## config.mk

```make
export PLATFORM = sky130hd
export DESIGN_NAME = mm_tbl_loader
export DESIGN_NICKNAME = d
export VERILOG_FILES = /design/src/rtl/mm_tbl_loader_pkg.sv /design/src/rtl/mm_tbl_loader.sv
export SDC_FILE = /design/constraint.sdc
export NUM_CORES = 1
export LEC_CHECK = 0
export BUFFER_PORTS_ARGS = -buffer_cell sky130_fd_sc_hd__buf_2
export CELL_PAD_IN_SITES_DETAIL_PLACEMENT = 1
export CELL_PAD_IN_SITES_GLOBAL_PLACEMENT = 2
export CORE_UTILIZATION = 30
export CTS_BUF_LIST = sky130_fd_sc_hd__clkbuf_8
export CTS_CLUSTER_DIAMETER = 50
export DETAILED_ROUTE_END_ITERATION = 10
export PLACE_DENSITY_LB_ADDON = 0.15
export SKIP_CTS_REPAIR_TIMING = 1
export SYNTH_ARGS = -nofsm -noshare
export SYNTH_HDL_FRONTEND = slang
export SYNTH_SLANG_ARGS = --single-unit
```

## constraint.sdc

```tcl
create_clock -name clk -period 2.7 [get_ports clk]
set_input_delay 0.135 -clock clk [delete_from_list [all_inputs] [get_ports clk]]
set_output_delay 0.135 -clock clk [all_outputs]
set_load 0.02 [all_outputs]
```

## src/rtl/mm_tbl_loader_pkg.sv

```systemverilog
// Shared defaults and FSM state encoding for the table loader.
package mm_tbl_loader_pkg;

    localparam int ADDR_W_DEF = 8;
    localparam int DATA_W_DEF = 16;

    typedef enum logic [1:0] {
        ST_IDLE   = 2'd0,
        ST_LOAD   = 2'd1,
        ST_VERIFY = 2'd2
    } state_t;

endpackage

```

## src/rtl/mm_tbl_loader.sv

```systemverilog
// Streams len words into a table at base_addr, XOR checksum; MM_TBL_LOADER_READBACK_EN adds readback verify.
// Latency: one write per accepted word; done one cycle after last write (or after last readback data).
// Backpressure: in_ready high only in LOAD; in_valid low stalls without writing.
module mm_tbl_loader
    import mm_tbl_loader_pkg::*;
#(
    parameter int ADDR_W = ADDR_W_DEF,
    parameter int DATA_W = DATA_W_DEF
) (
    input  logic              clk,
    input  logic              rst_n,
    input  logic              start,
    input  logic [ADDR_W-1:0] base_addr,
    input  logic [ADDR_W:0]   len,
    input  logic [DATA_W-1:0] in_data,
    input  logic              in_valid,
    output logic              in_ready,
    output logic [ADDR_W-1:0] mem_addr,
    output logic [DATA_W-1:0] mem_din,
    output logic              mem_we,
    input  logic [DATA_W-1:0] mem_dout,
    output logic              busy,
    output logic              done,
    output logic              err,
    output logic [DATA_W-1:0] checksum
);

    localparam logic [ADDR_W:0] ONE = {{ADDR_W{1'b0}}, 1'b1};

    state_t            state;
    logic [ADDR_W-1:0] base_q;
    logic [ADDR_W:0]   len_q;
    logic [ADDR_W:0]   count;
    logic              accept;
    logic              last_wr;
    logic              rd_addr_vld;

`ifdef MM_TBL_LOADER_READBACK_EN
    logic              rd_issue;
    logic              rd_vld;
    logic [DATA_W-1:0] rd_acc;

    assign rd_addr_vld = (state == ST_VERIFY) && rd_issue;
`else
    logic unused_mem_dout;

    assign unused_mem_dout = ^mem_dout;
    assign rd_addr_vld     = 1'b0;
`endif

    assign in_ready = (state == ST_LOAD);
    assign busy     = (state != ST_IDLE);
    assign accept   = in_ready && in_valid;
    assign last_wr  = accept && (count == len_q - ONE);
    assign mem_we   = accept;
    assign mem_din  = accept ? in_data : '0;

    // Address wraps naturally in ADDR_W bits; zero whenever the port is not in use.
    always_comb begin
        mem_addr = '0;
        if (accept || rd_addr_vld) begin
            mem_addr = base_q + count[ADDR_W-1:0];
        end
    end

    always_ff @(posedge clk or negedge rst_n) begin
        if (!rst_n) begin
            state    <= ST_IDLE;
            base_q   <= '0;
            len_q    <= '0;
            count    <= '0;
            done     <= 1'b0;
            err      <= 1'b0;
            checksum <= '0;
`ifdef MM_TBL_LOADER_READBACK_EN
            rd_issue <= 1'b0;
            rd_vld   <= 1'b0;
            rd_acc   <= '0;
`endif
        end else begin
            done <= 1'b0;
            case (state)
                ST_IDLE: begin
                    if (start) begin
                        if (len == '0) begin
                            err  <= 1'b1;
                            done <= 1'b1;
                        end else begin
                            state    <= ST_LOAD;
                            base_q   <= base_addr;
                            len_q    <= len;
                            count    <= '0;
                            checksum <= '0;
                            err      <= 1'b0;
                        end
                    end
                end
                ST_LOAD: begin
                    if (accept) begin
                        checksum <= checksum ^ in_data;
                        if (last_wr) begin
`ifdef MM_TBL_LOADER_READBACK_EN
                            state    <= ST_VERIFY;
                            count    <= '0;
                            rd_issue <= 1'b1;
                            rd_vld   <= 1'b0;
                            rd_acc   <= '0;
`else
                            state    <= ST_IDLE;
                            done     <= 1'b1;
`endif
                        end else begin
                            count <= count + ONE;
                        end
                    end
                end
`ifdef MM_TBL_LOADER_READBACK_EN
                ST_VERIFY: begin
                    // Read data trails its address by one cycle; the final word arrives after issue stops.
                    rd_vld <= rd_issue;
                    if (rd_issue) begin
                        if (count == len_q - ONE) begin
                            rd_issue <= 1'b0;
                        end else begin
                            count <= count + ONE;
                        end
                    end
                    if (rd_vld) begin
                        rd_acc <= rd_acc ^ mem_dout;
                        if (!rd_issue) begin
                            err   <= ((rd_acc ^ mem_dout) != checksum);
                            done  <= 1'b1;
                            state <= ST_IDLE;
                        end
                    end
                end
`endif
                default: state <= ST_IDLE;
            endcase
        end
    end

endmodule

```

[After elaboration in Yosys (flattened, before gate mapping)]
Cells that the tools add are included.
Storage, ports and cells
  memories: 0
  memory bits (read-only): 0
  bits in latches: 0
  word-level logic and storage cells: 51
  RAM bits: 0
  flip-flop bits (word level): 46
Cells by class
  reductions and logical operators: 11
  bitwise operators: 2
  equal/unequal tests: 7
  order comparisons: 0
  add/subtract/negate cells: 3
  muxes and demuxes: 21
  shift-type cells: 0
  div/mod/pow operators: 0
  $mul: 0
Operators with widths (number)
  $mux 16: 4
  $mux 9: 4
  $pmux 16 s2: 1
  $pmux 9 s2: 1
  $xor 16x16->16: 1
  $add 9x1->9 const B: 1
  $eq 9x9->1: 1
  $logic_not 9->1: 1
  $sub 9x1->9 const B: 1
  $add 8x8->8: 1
  $mux 2: 4
  $mux 8: 1
  $reduce_and 4->1: 2
  $ne 2x2->1 const B: 3
  $reduce_and 5->1: 1
  $mux 1: 4
  $ne 2x1->1 const B: 2
  $pmux 2 s2: 1
  $reduce_bool 2->1: 2
  $reduce_and 3->1: 1
  $eq 2x1->1 const B: 1
  $logic_and 1x1->1: 2
  $logic_not 2->1: 1
  $pmux 1 s2: 1
  2 further kinds: 2

[Logic depth before layout (Yosys ltp)]
Gate-level depths: netlist of the first run.
  depth in word-level cells: 6
  depth in mapped cells: 11
  depth with buffers taken out: 9

[Worst setup path after synthesis of the first run]
Ideal clock, no wire load.
  kind: register to register
  start point: register len_q[0]
  end point: register count[8]
  path buffers: 1
  data arrival time: 2061 ps
  path slack: 514 ps
  stages on the path, launching flop included: 11
  data required time: 2575 ps
  path through: dfrtp_1 -> inv_1 -> ha_1 -> nor2b_1 -> buf_2 -> nor3_1 -> a21oi_1 -> a2111oi_2 -> a31oi_1 -> nand4_1 -> mux2_2
On the way
  cells in the longest elaborated chain, start to end: 5
Ends and longest elaborated chain
  start: declaration: line mm_tbl_loader.sv:32  | logic [ADDR_W:0] len_q;
  start signal: assignment: line mm_tbl_loader.sv:91  | len_q <= len;
  $sub 9x1->9: line mm_tbl_loader.sv:54  | assign last_wr = accept && (count == len_q - ONE);
  $eq 9x9->1: line mm_tbl_loader.sv:54
  $logic_and 1x1->1: line mm_tbl_loader.sv:54
  $ne 2x2->1 (no source line)
  $reduce_and 5->1 (no source line)
  end signal: assignment: line mm_tbl_loader.sv:113  | count <= count + ONE;
  end: declaration: line mm_tbl_loader.sv:33  | logic [ADDR_W:0] count;
Every way passes these cells.
A chain may end at the register's enable or synchronous reset.

[Worst setup path after layout of the first run]
  start point: register count[0]
  end point: output port mem_addr[6]
On the way
  cells in the longest elaborated chain, start to end: 2
Ends and longest elaborated chain
  $add 8x8->8: line mm_tbl_loader.sv:62  | mem_addr = base_q + count[ADDR_W-1:0];
  $mux 8: line mm_tbl_loader.sv:61  | if (accept || rd_addr_vld) begin
  end: declaration: line mm_tbl_loader.sv:18  | output logic [ADDR_W-1:0] mem_addr,
Every way passes these cells.

==> out/metrics.cfg, run 1 <==
[floorplanning]
fp-row-count=33
die_y_um=94.8
initial_core_util_pct=31.3
die_x_um=94.8
core_area_mm2=0.00826
ioPinCount=98
dieArea_mm2=0.00898

[clocking]
cts_htree_levels=2
root_buffer=clkbuf_8
ctsLongestPathBuffers=2
clkLatencyLatePin_ns=0.30
numClockSinks=45
clkTransAtPathRegs_ns=0.09
cts_buffers=5
cts_tree=built

[detailed_routing]
wl_per_cell_um=14.5
routed_wl_um=6360
drt_iter0_drc=54
top_layer_used=met4
met3WireLength_um=225
postRouteAntennaNets=0
vias_per_cell=4.84
wl_met2_um=3160
wl_met1_um=2910
vias=2121
drc=0
dr.pass1.iters=4

[logic_synthesis]
synth_area_leaders=dfrtp_1 (44%), xnor2_1 (8.1%), mux2_2 (7.0%)
ys_seq_area_share_pct=43.6
yosys-top-cells-count=dfrtp_1 (45), nor2_1 (26), xnor2_1 (24)
netlist_area_mm2=0.00258
ys_ff_latch=45
synth_flop_cell=dfrtp_1
synth_top_cell_area_share_pct=43.6
synthArstFlopShare_pct=100
synth_edf_count=0
avgSynthCellArea_um2=10.3
synthCells=250
synth_top_area_cell=dfrtp_1
netlist-cell-type-count=43
yosysMostFrequentCell=dfrtp_1
yosysWarnings=0
syn_nets=313

[placed_design]
place.gp.congestion=0.756
dp_cells=429
io_buffers=81
hpwlAfterDp_um=4600

[grt]
antenna_found_initial=0
grt_max_degree=46
track_usage_pct=15.1
gr-total-overflow=0
grt_pass1_vias=2093
grt_pass1_wl_um=10300

[worst_setup_path]
crit_path_end_kind=output port
cp.required_ns=2.57
rr_startpoint=len_q[0]
critPathKind=reg -> out
start_kind=flip-flop
worst_r2r_path_depth=10
rrSetupSlack_ns=0.32
worstPathMaxFanout=5
critPathArrivalTime_ns=2.37
r2r_end=count[0]

[timing]
post-route-period-util_pct=92.9
hold_viol_final=0
tightest_slew_ns=0.605
slew-limit-headroom_pct=59.7
final.setup.tns_ns=0
setup_violations=0
fmax_mhz=399
drv_slew=0
skew_ns=0.00445
rsz0062_at_grt=no
min_period_ns=2.51

[power]
switching_share_pct=43.9
p_int_uw=1960
vdd_drop_max_v=0.000443
power_leakage_uw=0.00160
power.switching_uw=1530
p_clk_share_pct=11.9
total_power_uw=3490
cellPowerDensity_mw_per_mm2=1090
p_comb_share_pct=51.9
seqPwrFrac_pct=36.2

[flow_run]
drv_cap=0

[cells_and_area]
antenna_cells=0
layout-drive-gt1-share_pct=35.7
layout.nets=395
area_growth_pct=23.8
fill_cells=999
stdcell_count=438

[min_path]
hold_path.class=in -> reg
min_path_cells=3
min_from=len[1]
hold_end=len_q[1]

[run_status]
status=finished, final reports clean

[cells by family (layout without fill, tap and decap cells)]
| group | count (synthesis) | in the layout | share of synthesized area (%) |
|---|---|---|---|
| xor gates and xnor gates | 32 | 32 | 10.9 |
| buffers and inverters | 20 | 103 | 3.73 |
| adders and majority gates | 10 | 10 | 5.14 |
| DFF | 45 | 45 | 43.6 |
| muxes | 20 | 20 | 8.53 |
| and+or+nand+nor | 88 | 88 | 18.7 |
| AOI/OAI and AO/OA | 35 | 35 | 9.45 |
[per-layer routing]
| layer | track usage, % | vias to the layer above |
|---|---|---|
| li1 | - | 1035 |
| met4 | 4.92 | 0 |
| met5 | 0 | - |
| met1 | 19.6 | 1040 |
| met2 | 25.0 | 41 |
| met3 | 2.98 | 5 |
[registers in the layout (all words and copies together), names as in the netlist]
name      flops
count         9
base_q        8
len_q         9
done          1
err           1
checksum     16
state         1
[cell type report]
class,instances,area [µm²],area share (%)
inverters,7,26.3,0.822
flip-flops and latches,45,1130,35.3
repair buffers,88,460,14.4
clock buffers,5,68.8,2.15
well taps,105,131,4.11
clock inverters,3,13.8,0.431
multi-input cells,185,1370,42.8
[power groups by stage]
stage / clock (µW) / sequential (µW) / combinational (µW)
2_1_floorplan: 0 / 1360 / 1230
3_3_place_gp: 0 / 1270 / 1790
3_5_place_dp: 0 / 1270 / 1830
4_1_cts: 439 / 1270 / 1840
5_1_grt: 465 / 1320 / 2020
6_report: 416 / 1260 / 1810
[stage by stage]
step           util [%]  hold WS [ns]  cell area [µm²]  setup WS, ns
2_1_floorplan         -        -0.161             2580         0.514
3_3_place_gp       37.5         0.276             3100         0.363
3_5_place_dp       37.5         0.281             3100         0.324
4_1_cts            38.5       -0.0541             3180         0.119
5_1_grt            38.7        0.0507             3200       0.00947
6_report           38.7        0.0542             3200         0.191
[placed cells by master, fill, tap and decap left out, drive strengths merged, types with 2 or more instances in the layout]
cell type | synthesis | final
xor2 | 8 | 8
nor3 | 4 | 4
nand3 | 4 | 4
nor3b | 3 | 3
nand4 | 7 | 7
nor4 | 3 | 3
and3 | 21 | 21
a31oi | 2 | 2
o21ai | 8 | 8
or3 | 2 | 2
nand2b | 4 | 4
clkinv | 0 | 2
clkbuf | 8 | 5
ha | 9 | 9
a21boi | 2 | 2
inv | 7 | 8
nand2 | 8 | 8
o21bai | 3 | 3
mux2i | 4 | 4
dfrtp | 45 | 45
nor2 | 26 | 26
buf | 5 | 87
a21o | 4 | 4
xnor2 | 24 | 24
nor2b | 3 | 3
a21oi | 8 | 8
mux2 | 16 | 16
[worst max-delay path by stage]
stage / to / from / depth (start not counted) / slack [ns]
final: mem_addr[6] / count[0] / 9 / 0.19
after global routing: mem_addr[6] / count[0] / 9 / 0.009
after CTS: mem_addr[6] / count[0] / 9 / 0.12
after detailed placement: count[8] / len_q[0] / 10 / 0.32
after global placement: count[8] / len_q[0] / 10 / 0.36
after floorplan: count[8] / len_q[0] / 10 / 0.51
[critical path, stage by stage, from the launching register on]
cell,delay [ns]
dfrtp_2,0.45
ha_1,0.22
fa_1,0.41
a21oi_1,0.15
o21bai_1,0.11
a21o_1,0.21
a21oi_2,0.14
xor2_1,0.17
nor2_1,0.05
buf_2,0.17
Power figures use the tool's default switching activity.
==> inputs of run 2 (changes only) <==
- ABC_AREA: default -> 0
- clock period: 2.7 -> 2.73 ns (I/O delays scaled with it)
==> run 2 against run 1 <==
Effect of this change: routed wire length down 0.38%; power up 4.1%; clock power up 44%; worst setup slack better by 0.015 ns; critical path type unchanged; worst hold slack better by 0.0060 ns; register-to-register slack better by 0.03 ns.
==> out/metrics.cfg, run 2 (synthesis results as in run 1) <==
[floorplanning]
core_area_mm2=0.00826  ; unchanged
dieArea_mm2=0.00898  ; unchanged
initial_core_util_pct=31.3  ; unchanged
die_x_um=94.8  ; unchanged
ioPinCount=98  ; unchanged
die_y_um=94.8  ; unchanged
fp-row-count=33  ; unchanged

[worst_setup_path]
critical-path-slowest-cell=dfrtp_2
crit_chain=ha_1 > fa_1 > a21oi_1 > o21bai_1 > a21o_1 > a21oi_1 > xor2_1 > nor2_1 > buf_2
critPathKind=reg -> out
start_kind=flip-flop
critPathArrivalTime_ns=2.39  ; +0.02 ns
worstPathMaxFanout=5  ; unchanged
worst_r2r_path_depth=10  ; unchanged
rrSetupSlack_ns=0.35  ; +0.03 ns
crit_top_cell=a21oi_1
r2r_end=count[8]
cp.required_ns=2.59  ; +0.02 ns
crit_path_end_kind=output port
slowest_delay_ns=0.45  ; about the same
rr_startpoint=len_q[0]

[detailed_routing]
wl_per_cell_um=14.5  ; -0.15%
drc=0  ; unchanged
drt_iter0_drc=70  ; +30%
routed_wl_um=6340  ; -0.38%
postRouteAntennaNets=0  ; unchanged
dr.pass1.iters=4  ; unchanged
vias_per_cell=4.83  ; -0.24%
vias=2111  ; -0.47%

[cells_and_area]
final_cell_mix=buf_2 (81), dfrtp_1 (44), nor2_1 (26)
largest_reg_flops=16  ; unchanged
layout-drive-gt1-share_pct=35.5  ; -0.19 points
top_register=checksum
antenna_cells=0  ; unchanged
area_growth_pct=25.3
layout.nets=394  ; -0.25%
top_regs=checksum x16, count x9, len_q x9
final_common_cell=buf_2

[clocking]
root_buffer=clkbuf_8
ctsLongestPathBuffers=2  ; unchanged
cts_tree=built
numClockSinks=45  ; unchanged
cts_buffers=5  ; unchanged
clkLatencyLatePin_ns=0.30  ; about the same
cts_htree_levels=2  ; unchanged
clkTransAtPathRegs_ns=0.09  ; about the same

[grt]
gr-total-overflow=0  ; unchanged
grt_pass1_wl_um=10300  ; -0.47%
antenna_found_initial=0  ; unchanged
grt_pass1_vias=2093  ; unchanged
grt_max_degree=47  ; +2.2%
track_usage_pct=15.0  ; -0.14 points

[min_path]
min_path_cells=3  ; unchanged
hold_end=len_q[3]
min_from=len[3]
hold_path.class=in -> reg

[timing]
min_period_ns=2.52
rsz0062_at_grt=no
drv_slew=0  ; unchanged
slew-limit-headroom_pct=59.6  ; about the same
whs_ns=0.0603  ; +0.00601 ns
post-route-period-util_pct=92.5
hold_viol_final=0  ; unchanged
final.setup.tns_ns=0  ; unchanged
fin_ws_ns=0.205  ; +0.0146 ns
tightest_slew_ns=0.605  ; +0.000280 ns
skew_ns=0.0106  ; +0.00614 ns
fmax_mhz=396
setup_violations=0  ; unchanged

[run_status]
status=finished, final reports clean

[power]
power_leakage_uw=0.00161  ; +0.80%
vdd_drop_max_v=0.000411  ; -7.4%
cellPowerDensity_mw_per_mm2=1120  ; +2.8%

[placed_design]
pre_cts_ws_ns=0.395  ; +0.0710 ns
hpwlAfterDp_um=4570  ; -0.64%
place.gp.congestion=0.750  ; -0.79%
io_buffers=81  ; unchanged

[flow_run]
drv_cap=0  ; unchanged

-- run 2: cell count changes in the layout (fill, tap and decap cells not counted) --
| cell | before | now |
|---|---|---|
| buf_4 | 6 | 5 |
| bufinv_16 | 0 | 2 |
| a21oi_1 | 6 | 7 |
| inv_1 | 8 | 7 |
| a21oi_2 | 2 | 1 |
| clkinv_2 | 2 | 1 |
-- run 2: per-stage QoR --
stage	area, µm²	util, %	power (µW)	instances
after floorplan	2580	-	2550	250
after global placement	3090	37.4	3020	428
after detailed placement	3090	37.4	3070	428
after CTS	3230	39.1	3700	436
after global routing	3240	39.2	3940	437
final	3240	39.2	3630	437
-- run 2: area by class of cell --
class	instances	area, µm²
inverter	7	26.3
clock inverter	3	65.1
fill	984	5020
timing repair buffer	87	453
sequential	45	1130
clock buffer	5	68.8
multi-input combinational	185	1370
tap	105	131
-- run 2: critical path, delay by kind of cell, from the launching register on --
family          cells  cell delay, ns
simple gates        1            0.05
flops               1            0.45
compound gates      4            0.62
xor+xnor            1            0.16
fa+ha+maj           2            0.62
buf+inv             1            0.17
-- run 2: worst max path at each step --
| stage | startpoint | end | cells past startpoint |
|---|---|---|---|
| after global placement | len_q[0] | count[8] | 10 |
| final | count[0] | mem_addr[6] | 9 |
| after detailed placement | len_q[0] | count[7] | 11 |
| after CTS | count[0] | mem_addr[6] | 9 |
| after floorplan | len_q[0] | count[8] | 10 |
| after global routing | count[0] | mem_addr[6] | 9 |
-- run 2: metal layers --
layer	global-route usage (%)	up-vias	wire [µm]
li1	-	1037	-
met1	19.8	1041	2920
met2	24.9	31	3170
met3	2.74	2	201
met4	4.17	0	46
met5	0	-	0
-- run 2: power by group --
| group | leakage (µW) | internal (µW) | total (µW) | switching (µW) |
|---|---|---|---|---|
| registers | 0.000549 | 954 | 1250 | 294 |
| logic | 0.000996 | 803 | 1780 | 981 |
| clock network | 0.0000681 | 364 | 600 | 237 |
| total | 0.00161 | 2120 | 3630 | 1510 |
